<file path="config.mk">
export PLATFORM = sky130hd
export DESIGN_NAME = lcd_init_sequencer
export DESIGN_NICKNAME = d
export VERILOG_FILES = /design/src/rtl/lcd_cntrl_pkg.sv /design/src/rtl/lcd_us_timer.sv /design/src/rtl/lcd_init_sequencer.sv
export SDC_FILE = /design/constraint.sdc
export NUM_CORES = 1
export LEC_CHECK = 0
export ABC_AREA = 1
export CAP_MARGIN = 20
export CORE_UTILIZATION = 60
export CTS_BUF_LIST = sky130_fd_sc_hd__clkbuf_8
export DETAILED_ROUTE_END_ITERATION = 10
export GPL_TIMING_DRIVEN = 0
export PLACE_DENSITY_LB_ADDON = 0.15
export SLEW_MARGIN = 30
export SYNTH_ARGS = -nofsm -noshare
export SYNTH_HDL_FRONTEND = slang
export SYNTH_HIERARCHICAL = 1
export SYNTH_SLANG_ARGS = --single-unit
</file>
<file path="constraint.sdc">
create_clock -name clk_i -period 6.1 [get_ports clk_i]
set_clock_uncertainty 0.15 [all_clocks]
set_input_delay 1.525 -clock clk_i [delete_from_list [all_inputs] [get_ports clk_i]]
set_output_delay 1.525 -clock clk_i [all_outputs]
set_load 0.005 [all_outputs]
</file>
<file path="src/rtl/lcd_cntrl_pkg.sv">
// Shared types and constants for the HD44780 init sequencer.
package lcd_cntrl_pkg;

  typedef enum logic [2:0] {
    ST_IDLE,
    ST_PWR_WAIT,
    ST_ISSUE,
    ST_DELAY,
    ST_RUN,
    ST_HOST_WAIT
  } state_e;

  // {RS,RWB,DB7..DB0}; all-ones is never a legal instruction, used as idle pattern
  localparam logic [9:0] INSTR_NOP   = 10'h3FF;
  localparam logic [9:0] INSTR_FSET  = 10'h030;  // function set, 8-bit interface
  localparam logic [9:0] INSTR_DCTL  = 10'h008;  // display on/off control
  localparam logic [9:0] INSTR_CLEAR = 10'h001;  // clear display
  localparam logic [9:0] INSTR_ENTRY = 10'h004;  // entry mode set

  // Wait times in microseconds
  localparam int unsigned US_PWR_ON = 15000;
  localparam int unsigned US_4100   = 4100;
  localparam int unsigned US_100    = 100;
  localparam int unsigned US_40     = 40;
  localparam int unsigned US_1520   = 1520;

  // Clear display (DB0) and Return home (DB1x) are the only slow instructions
  function automatic logic is_clear_home(input logic [9:0] instr);
    return (instr[9:2] == 8'h00) && (instr[1:0] != 2'b00);
  endfunction

endpackage

</file>
<file path="src/rtl/lcd_us_timer.sv">
// Microsecond down-timer: prescaler divides clk_i to 1 us ticks, counter
// counts loaded microseconds. expired_o pulses in the cycle exactly
// us_i*CLK_PER_US cycles after the load cycle.
module lcd_us_timer #(
  parameter int CLK_PER_US = 100,
  parameter int US_WIDTH   = 14
) (
  input  logic                clk_i,
  input  logic                rst_ni,
  input  logic                load_i,
  input  logic [US_WIDTH-1:0] us_i,
  output logic                expired_o
);

  localparam int PW = (CLK_PER_US > 1) ? $clog2(CLK_PER_US) : 1;

  logic [PW-1:0]       pre_q, pre_d;
  logic [US_WIDTH-1:0] cnt_q, cnt_d;
  logic                tick;

  // Prescaler wraps each microsecond and restarts on load; counter parks at 0
  always_comb begin
    tick  = (pre_q == PW'(CLK_PER_US - 1));
    pre_d = tick ? '0 : pre_q + PW'(1);
    cnt_d = cnt_q;
    if (tick && (cnt_q != '0)) cnt_d = cnt_q - US_WIDTH'(1);
    if (load_i) begin
      pre_d = '0;
      cnt_d = us_i;
    end
  end

  assign expired_o = tick && (cnt_q == US_WIDTH'(1));

  // Timer state registers
  always_ff @(posedge clk_i or negedge rst_ni) begin
    if (!rst_ni) begin
      pre_q <= '0;
      cnt_q <= '0;
    end else begin
      pre_q <= pre_d;
      cnt_q <= cnt_d;
    end
  end

endmodule

</file>
<file path="src/rtl/lcd_init_sequencer.sv">
// HD44780 power-on init sequencer with host pass-through once initialised.
// Outputs are decoded combinationally from state so an async reset forces
// them to idle values immediately.
module lcd_init_sequencer
  import lcd_cntrl_pkg::*;
#(
  parameter int INSTR_WIDTH = 10,
  parameter int CLK_PER_US  = 100,
  parameter int US_WIDTH    = 14
) (
  input  logic                   clk_i,
  input  logic                   rst_ni,
  input  logic                   start_i,
  input  logic [1:0]             cfg_nf_i,
  input  logic [1:0]             cfg_entry_i,
  input  logic [2:0]             cfg_disp_i,
  input  logic [INSTR_WIDTH-1:0] host_instr_i,
  input  logic                   host_valid_i,
  output logic                   host_ready_o,
  output logic [INSTR_WIDTH-1:0] phy_instr_o,
  output logic                   phy_valid_o,
  input  logic                   phy_ready_i,
  output logic                   init_done_o,
  output logic                   busy_o
);

  state_e              state_q, state_d;
  logic [2:0]          step_q, step_d;
  logic [1:0]          nf_q, nf_d, entry_q, entry_d;
  logic [2:0]          disp_q, disp_d;
  logic                tmr_load, tmr_exp, restart;
  logic [US_WIDTH-1:0] tmr_us, rom_us;
  logic [9:0]          rom_instr;

  lcd_us_timer #(
    .CLK_PER_US (CLK_PER_US),
    .US_WIDTH   (US_WIDTH)
  ) u_timer (
    .clk_i     (clk_i),
    .rst_ni    (rst_ni),
    .load_i    (tmr_load),
    .us_i      (tmr_us),
    .expired_o (tmr_exp)
  );

  // Init ROM: instruction and post-handshake wait for the current step
  always_comb begin
    rom_instr = INSTR_FSET;
    rom_us    = US_WIDTH'(US_40);
    unique case (step_q)
      3'd0:    rom_us = US_WIDTH'(US_4100);
      3'd1:    rom_us = US_WIDTH'(US_100);
      3'd3:    rom_instr = INSTR_FSET | {6'b0, nf_q, 2'b00};
      3'd4:    rom_instr = INSTR_DCTL;
      3'd5: begin
        rom_instr = INSTR_CLEAR;
        rom_us    = US_WIDTH'(US_1520);
      end
      3'd6:    rom_instr = INSTR_ENTRY | {8'b0, entry_q};
      3'd7:    rom_instr = INSTR_DCTL | {7'b0, disp_q};
      default: ;
    endcase
  end

  // Next-state and output decode
  always_comb begin
    state_d      = state_q;
    step_d       = step_q;
    nf_d         = nf_q;
    entry_d      = entry_q;
    disp_d       = disp_q;
    tmr_load     = 1'b0;
    tmr_us       = '0;
    restart      = 1'b0;
    phy_valid_o  = 1'b0;
    phy_instr_o  = {INSTR_WIDTH{1'b1}};
    host_ready_o = 1'b0;
    init_done_o  = 1'b0;
    unique case (state_q)
      ST_IDLE:     restart = start_i;
      ST_PWR_WAIT: if (tmr_exp) begin
        state_d = ST_ISSUE;
        step_d  = '0;
      end
      ST_ISSUE: begin
        phy_valid_o = 1'b1;
        phy_instr_o = INSTR_WIDTH'(rom_instr);
        if (phy_ready_i) begin
          state_d  = ST_DELAY;
          tmr_load = 1'b1;
          tmr_us   = rom_us;
        end
      end
      ST_DELAY: if (tmr_exp) begin
        if (step_q == 3'd7) state_d = ST_RUN;
        else begin
          step_d  = step_q + 3'd1;
          state_d = ST_ISSUE;
        end
      end
      ST_RUN: begin
        init_done_o = 1'b1;
        // a restart wins over a pending host instruction, which stays unaccepted
        if (start_i) restart = 1'b1;
        else begin
          phy_valid_o  = host_valid_i;
          phy_instr_o  = host_instr_i;
          host_ready_o = phy_ready_i;
          if (host_valid_i && phy_ready_i && is_clear_home(10'(host_instr_i))) begin
            state_d  = ST_HOST_WAIT;
            tmr_load = 1'b1;
            tmr_us   = US_WIDTH'(US_1520);
          end
        end
      end
      ST_HOST_WAIT: begin
        init_done_o = 1'b1;
        // HOST_WAIT reports busy but still honours a restart
        if (start_i) restart = 1'b1;
        else if (tmr_exp) state_d = ST_RUN;
      end
      default: state_d = ST_IDLE;
    endcase
    if (restart) begin
      state_d  = ST_PWR_WAIT;
      step_d   = '0;
      nf_d     = cfg_nf_i;
      entry_d  = cfg_entry_i;
      disp_d   = cfg_disp_i;
      tmr_load = 1'b1;
      tmr_us   = US_WIDTH'(US_PWR_ON);
    end
  end

  assign busy_o = (state_q != ST_IDLE) && (state_q != ST_RUN);

  // State, step and latched configuration registers
  always_ff @(posedge clk_i or negedge rst_ni) begin
    if (!rst_ni) begin
      state_q <= ST_IDLE;
      step_q  <= '0;
      nf_q    <= '0;
      entry_q <= '0;
      disp_q  <= '0;
    end else begin
      state_q <= state_d;
      step_q  <= step_d;
      nf_q    <= nf_d;
      entry_q <= entry_d;
      disp_q  <= disp_d;
    end
  end

endmodule

</file>
== Word-level counts from Yosys, hierarchy flattened ==
Cells that the tools add are included.
Operators by class
  equal/unequal tests: 23
  add/subtract/negate cells: 3
  multiplexer cells: 40
  reduce and logical (&&, ||, !) cells: 17
Operator list (number)
  two-way mux 14 bit: 3
  two-way mux 3 bit: 13
  one-hot mux 13 bit (3 select lines): 1
  one-hot mux 6 bit (5 select lines): 1
  inequality test 3 bit, second input constant: 9
  one-hot mux 13 bit (2 select lines): 1
  two-way mux 11 bit: 2
  one-hot mux 10 bit (2 select lines): 1
  equality test 3 bit, second input constant: 6
  one-hot mux 3 bit (6 select lines): 1
  equality test 14 x 1 -> 1 bit, second input constant: 1
  two-way mux 7 bit: 2
  nonzero test 14 bit: 1
  subtractor 14 x 1 -> 14 bit, second input constant: 1
  two-way mux 13 bit: 1
  two-way mux 10 bit: 1
  equality test 3 x 2 -> 1 bit, second input constant: 3
  two-way mux 1 bit: 9
  zero test 8 bit: 1
  AND reduction 8 bit: 1
  adder 7 x 1 -> 7 bit, second input constant: 1
  equality test 7 bit, second input constant: 1
  equality test 3 x 1 -> 1 bit, second input constant: 2
  logical AND 1 bit: 6
  9 further kinds: 14
Word-level totals
  bits of input ports: 22
  bits in registers: 34
  output and inout port bits: 14
  word-level logic and storage cells: 90

== Depth between registers and ports, before layout ==
Gate-level depths: netlist of the first run.
  word-level depth: 8
  gate-level depth with buffers: 12

== Hierarchy ==
Netlist of the first run, hierarchy kept.
Modules (own cells, without submodules)
  lcd_us_timer: cells an instance 205, area each 1443.9 um^2, seq. area each 525.5 um^2, instances 1
  lcd_init_sequencer: cells an instance 160, area each 1076.0 um^2, seq. area each 325.3 um^2, instances 1

== Worst setup path before layout of the first run ==
OpenSTA, ideal clock, no wires.
  path kind: input -> output
  start: input port start_i
  end: output port phy_instr_o[1]
  setup slack: 2.450 ns
  cell stages on the path: 4
  buffers on the path: 0
  data arrival time: 1.975 ns
  path through: inv_1 > nand3_4 > clkinv_2 > a32oi_1
Between the ends
  word-level cells in the longest chain between the ends: 2
Ends and longest elaborated chain
  from (decl): RTL line lcd_init_sequencer.sv:13  | input logic start_i,
  two-way mux 10 bit: RTL line lcd_init_sequencer.sv:104  | if (start_i) restart = 1'b1;
  one-hot mux 10 bit (2 select lines): RTL line lcd_init_sequencer.sv:79  | unique case (state_q)
  to (decl): RTL line lcd_init_sequencer.sv:20  | output logic [INSTR_WIDTH-1:0] phy_instr_o,
Every way passes these cells.

== Worst setup path after layout of the first run ==
Ends and elaborated chain as after synthesis.

==> impl_metrics.json, run 1 <==
{
  "tritoncts": "built",
  "yosys-top-cells-area": "dfrtp_1 34%, nand2_1 16%, nand3_1 6.6%",
  "setup_tns_ps": 0,
  "start_kind": "input port",
  "port-buffer-count": 35,
  "num_rows": 23,
  "hold_buffers": 0,
  "drc": 0,
  "cp_top_family": "buffers and inverters",
  "initial_core_util": 0.6255,
  "grt_max_degree": 21,
  "vias": 2547,
  "peakVddDrop_uv": 204.3,
  "final_cell_mix": "110 x nand2_1, 44 x nor2_1, 38 x inv_1",
  "grt_pass1_vias": 2379,
  "synth_area_um2": 2520,
  "rsz0062_at_grt": "false",
  "cts_max_level": 2,
  "cp_cell_sequence": "clkdlybuf4s50_1 > inv_1 > nand3_4 > clkinv_2 > a32oi_1 > clkdlybuf4s50_1",
  "cts_made_buffers": 5,
  "gr-total-overflow": 0,
  "status": "finished, final reports clean",
  "ioPinCount": 36,
  "syn2layout_area_growth_pct": 22.89,
  "diodes": 0,
  "fmaxAchievable_ghz": 0.2125,
  "synthCells": 365,
  "die_x_um": 66.81,
  "slew_viol_final": 0,
  "root_buffer": "clkbuf_8",
  "maxCapViolCount": 0,
  "routedWlPerCell_um": 13.83,
  "first_iter_violations": 313,
  "cp.required_ps": 4430,
  "routabilityCongestion": 0.9268,
  "dieArea_um2": 4463,
  "drive_above_1_share": 0.1317,
  "hold_ws_ps": 315.7,
  "ys_seq_area_frac": 0.3376,
  "crit_arrival_ps": 3030,
  "postRouteAntennaNets": 0,
  "setup_viol_count_final": 0,
  "cp_slowest_cell": "clkdlybuf4s50_1",
  "crit_top_cell": "clkdlybuf4s50_1",
  "finalCritPeriodShare": 0.7715,
  "drt_first_pass_iters": 5,
  "antenna_found_initial": 0,
  "postCtsSetupRepairBufs": 0,
  "clock-sinks": 34,
  "synth_edf_count": 0,
  "cpPeakStageDelay_ps": 530,
  "syn_avg_cell_area_um2": 6.904,
  "cp_max_fo": 7,
  "grt_pass1_wl_um": 10650,
  "die_h_um": 66.81,
  "final_common_cell": "nand2_1",
  "dp_hpwl_um": 4794,
  "cp.buffers_inverters": 4,
  "yosys_register_bits": 34,
  "yosysTopAreaCellShare": 0.3376,
  "synthArstFlopShare": 1.000,
  "powerDensity_nw_per_um2": 266.9,
  "worst_pin_slew_ps": 620.2,
  "drt_wl_total_um": 6363,
  "synth.distinct_cells": 42,
  "leakagePower_nw": 1.553,
  "finalHoldViolations": 0,
  "nets": 440,
  "clk_path_buf_depth": 2,
  "ctsResizeCount": 0,
  "avgViaCountPerCell": 5.537,
  "crit_type": "input port to primary output",
  "timing.slew.headroom": 0.5827,
  "clock_latency_ps": 290,
  "core-area_um2": 4029,
  "clk_pin_slew_ps": 70,
  "timing.final.crit_period_ps": 4706,
  "n_fill_cell": 317,
  "synthFlopType": "dfrtp_1",
  "hold_class": "flop to flop",
  "yosys_warnings": 6,
  "critPathCaptureType": "primary output",
  "yosys.area.top_type": "dfrtp_1",
  "track_usage": 0.3211
}
==> sequential cells by signal (all words and copies together), names as in the netlist <==
register and cells:
disp_q 3, entry_q 2, nf_q 2, state_q 3, step_q 3, u_timer/cnt_q 14, u_timer/pre_q 7
==> synthesized netlist by cell type (all sizes together), types with 3 or more instances <==
cell type and instances:
a21oi 13, o21ai 18, nand2 117, nand3 41, nand4 3, dfrtp 34, or2 10, nor2 52
nor3 3, clkinv 3, clkbuf 3, buf 3, ha 9, inv 43
==> area by class of cell <==
type	count	area [µm²]	share of cell area
clock buffers	5	68.82	0.02222
flip-flops and latches	34	850.8	0.2747
well taps	50	62.56	0.02020
clock inverters	3	68.82	0.02222
plain buffers	6	35.03	0.01131
inverters	46	175.2	0.05657
multi-input cells	280	1463	0.4723
repair buffers	36	372.9	0.1204
==> report_power, final <==
| group | internal, mW | switching, mW | total [mW] |
|---|---|---|---|
| Clock | 0.164 | 0.0878 | 0.252 |
| Sequential | 0.276 | 0.0630 | 0.339 |
| Combinational | 0.0930 | 0.143 | 0.236 |
==> metal layers <==
metal | track usage | share of wire | up-vias
met5 | 0 | 0 | -
met2 | 0.5455 | 0.49 | 104
met3 | 0.06164 | 0.066 | 18
li1 | - | - | 1247
met4 | 0.1117 | 0.023 | 0
met1 | 0.4019 | 0.42 | 1178
==> cells by family after synthesis <==
group	Yosys count	synth area share
other	1	0.001488
buffers and inverters	52	0.08342
and+or+nand+nor	228	0.4325
AOI/OAI and AO/OA	39	0.09336
xor gates and xnor gates	2	0.006953
DFF	34	0.3376
adders and majority gates	9	0.04469
==> path summary, 6_finish.rpt <==
| kind | start | to | slack [ps] | depth (start not counted) |
|---|---|---|---|---|
| max in group asynchronous | rst_ni | disp_q[2] | 4350 | 2 |
| min reg2reg | u_timer/pre_q[0] | u_timer/pre_q[0] | 320 | 1 |
| min in group asynchronous | rst_ni | state_q[1] | 1010 | 1 |
| max | start_i | phy_instr_o[1] | 1390 | 6 |
| min | u_timer/pre_q[0] | u_timer/pre_q[0] | 320 | 1 |
| max reg2reg | state_q[1] | u_timer/cnt_q[12] | 3400 | 11 |
==> worst reg2reg max path, delay by kind of cell (launching register included) <==
family	cells	cell delay, ps
DFF	1	370
and+or+nand+nor	7	1090
buffers and inverters	4	990
==> stage by stage <==
| step | cell area, µm² | total power [mW] | utilization | setup WS, ps | instances |
|---|---|---|---|---|---|
| 2_1_floorplan | 2524 | 0.4969 | - | 2450 | 366 |
| 4_1_cts | 3097 | 0.8264 | 0.7686 | 1387 | 460 |
| 3_3_place_gp | 2937 | 0.5505 | 0.7289 | 1380 | 451 |
| 6_report | 3097 | 0.8264 | 0.7686 | 1394 | 460 |
| 5_1_grt | 3097 | 0.8794 | 0.7686 | 1327 | 460 |
| 3_5_place_dp | 2959 | 0.5715 | 0.7345 | 1400 | 452 |
(Power assumes the default switching activity.)
==> inputs of run 2 (changes only) <==
- CORE_UTILIZATION: 60 -> 57
- clock period: 6.1 -> 4.63 ns (I/O delays scaled with it)
==> impl_metrics.json, run 2 (same netlist as run 1, synthesis figures left out) <==
{
  "r2r_slack_ps": 2030,
  "cp.required_ps": 3320,
  "finalCritPeriodShare": 0.8701,
  "peakVddDrop_uv": 204.6,
  "ioPinCount": 36,
  "final_common_cell": "nand2_1",
  "cpPeakStageDelay_ps": 540,
  "pwr-share-clk": 0.274,
  "reg_top3": "u_timer/cnt_q: 14 flops, u_timer/pre_q: 7 flops",
  "tritoncts": "built",
  "fin_cells": 459,
  "finalHoldViolations": 0,
  "cts_max_level": 2,
  "dp_cells": 452,
  "n_fill_cell": 333,
  "dp_hpwl_um": 4488,
  "setup_tns_ps": 0,
  "clk_path_buf_depth": 2,
  "fmaxAchievable_ghz": 0.2482,
  "antenna_found_initial": 0,
  "crit_top_cell": "clkdlybuf4s50_1",
  "slew_viol_final": 0,
  "route.met3.wl_um": 234,
  "timing.slew.headroom": 0.5943,
  "drive_above_1_share": 0.1296,
  "grt_pass1_vias": 2234,
  "routedWlPerCell_um": 12.74,
  "clock-sinks": 34,
  "largest-register": "u_timer/cnt_q",
  "clk_pin_slew_ps": 60,
  "top_layer": "met4",
  "root_buffer": "clkbuf_8",
  "cp_slowest_cell": "clkdlybuf4s50_1",
  "avgViaCountPerCell": 5.298,
  "diodes": 0,
  "holdPathStages": 1,
  "hold_buffers": 0,
  "status": "finished, final reports clean",
  "initial_core_util": 0.6123,
  "maxCapViolCount": 0,
  "drt_wl_total_um": 5849,
  "endpoint": "phy_instr_o[1]",
  "drc": 0,
  "timing.final.crit_period_ps": 4029,
  "port-buffer-count": 35,
  "final_cell_mix": "110 x nand2_1, 44 x nor2_1, 38 x inv_1",
  "grt_max_degree": 21,
  "power_frac_seq": 0.435,
  "cp_max_fo": 7,
  "setup_ws_ps": 601.3,
  "post-place-ws_ps": 644.5,
  "seq_area_um2": 850.8,
  "track_usage": 0.2894,
  "cts_made_buffers": 5,
  "clock_latency_ps": 290,
  "largest_reg_flops": 14,
  "worst_pin_slew_ps": 603.0,
  "combPwrFrac": 0.291,
  "p_sw_frac": 0.3518,
  "startpoint": "start_i",
  "num_rows": 23,
  "crit_arrival_ps": 2720,
  "cp_cell_sequence": "clkdlybuf4s50_1 > inv_1 > nand3_4 > clkinv_2 > a32oi_1 > clkdlybuf4s50_1",
  "crit_type": "input port to primary output",
  "fin_total_pwr_mw": 1.015,
  "multi_input_area_um2": 1463,
  "grt_pass1_wl_um": 9942,
  "die_h_um": 68.49,
  "leakagePower_nw": 1.542,
  "critPathCaptureType": "primary output",
  "nets": 440,
  "die_x_um": 68.49,
  "timing.rr.start": "state_q[1]",
  "syn2layout_area_growth_pct": 21.90,
  "postRouteAntennaNets": 0,
  "core-area_um2": 4115,
  "start_kind": "input port",
  "p_int_uw": 658.1,
  "dieArea_um2": 4691,
  "ctsResizeCount": 0,
  "postCtsSetupRepairBufs": 0,
  "drt_first_pass_iters": 4,
  "routabilityCongestion": 0.8909,
  "rsz0062_at_grt": "false",
  "setup_viol_count_final": 0,
  "hold_class": "flop to flop",
  "m1WireLength_um": 2750,
  "met2_length_um": 2762,
  "vias": 2432,
  "p_sw_uw": 357.2,
  "worstReg2RegEnd": "u_timer/cnt_q[12]",
  "powerDensity_nw_per_um2": 330.6,
  "first_iter_violations": 229,
  "gr-total-overflow": 0,
  "r2r_cells": 11
}
run 2: layer usage:
metal / track usage / vias up
li1: - / 1253
met1: 0.3731 / 1109
met2: 0.4694 / 60
met3: 0.06908 / 10
met4: 0.1042 / 0
met5: 0 / -
run 2: worst max-delay path: cells and delay by family:
kind                   cells  cell delay, ps
AND/OR/NAND/NOR            1             140
AO/OA/AOI/OAI              1             220
buffers and inverters      4            1210
run 2: area by class of cell:
| cell class | count | share of cell area |
|---|---|---|
| flip-flops and latches | 34 | 0.2770 |
| repair buffers | 36 | 0.1214 |
| clock inverters | 1 | 0.009776 |
| inverters | 46 | 0.05703 |
| well taps | 50 | 0.02037 |
| plain buffers | 6 | 0.01141 |
| clock buffers | 6 | 0.02688 |
| multi-input cells | 280 | 0.4762 |
run 2: worst min-delay path by stage:
stage | startpoint | endpoint
after floorplan | u_timer/pre_q[0] | u_timer/pre_q[0]
after global placement | u_timer/pre_q[0] | u_timer/pre_q[0]
after detailed placement | u_timer/pre_q[0] | u_timer/pre_q[0]
after CTS | u_timer/pre_q[0] | u_timer/pre_q[0]
after global routing | u_timer/pre_q[0] | u_timer/pre_q[0]
final | u_timer/pre_q[0] | u_timer/pre_q[0]
run 2: power groups by stage:
| stage | sequential, mW | combinational, mW | clock (mW) |
|---|---|---|---|
| after floorplan | 0.428 | 0.227 | 0 |
| after global routing | 0.454 | 0.339 | 0.298 |
| after detailed placement | 0.446 | 0.292 | 0 |
| after global placement | 0.444 | 0.282 | 0 |
| final | 0.442 | 0.295 | 0.279 |
| after CTS | 0.440 | 0.295 | 0.287 |
run 2: per-stage QoR:
stage | area [µm²] | util | hold WS [ps]
2_1_floorplan | 2524 | - | 282.7
3_3_place_gp | 2937 | 0.7136 | 303.9
3_5_place_dp | 2959 | 0.7191 | 301.7
4_1_cts | 3072 | 0.7464 | 311.0
5_1_grt | 3072 | 0.7464 | 339.4
6_report | 3072 | 0.7464 | 305.2
==> inputs of run 3 (changes only) <==
- CAP_MARGIN: 20 -> 30
==> results of run 3 <==
No change in the layout: final DEF, timing and power equal those of run 2.
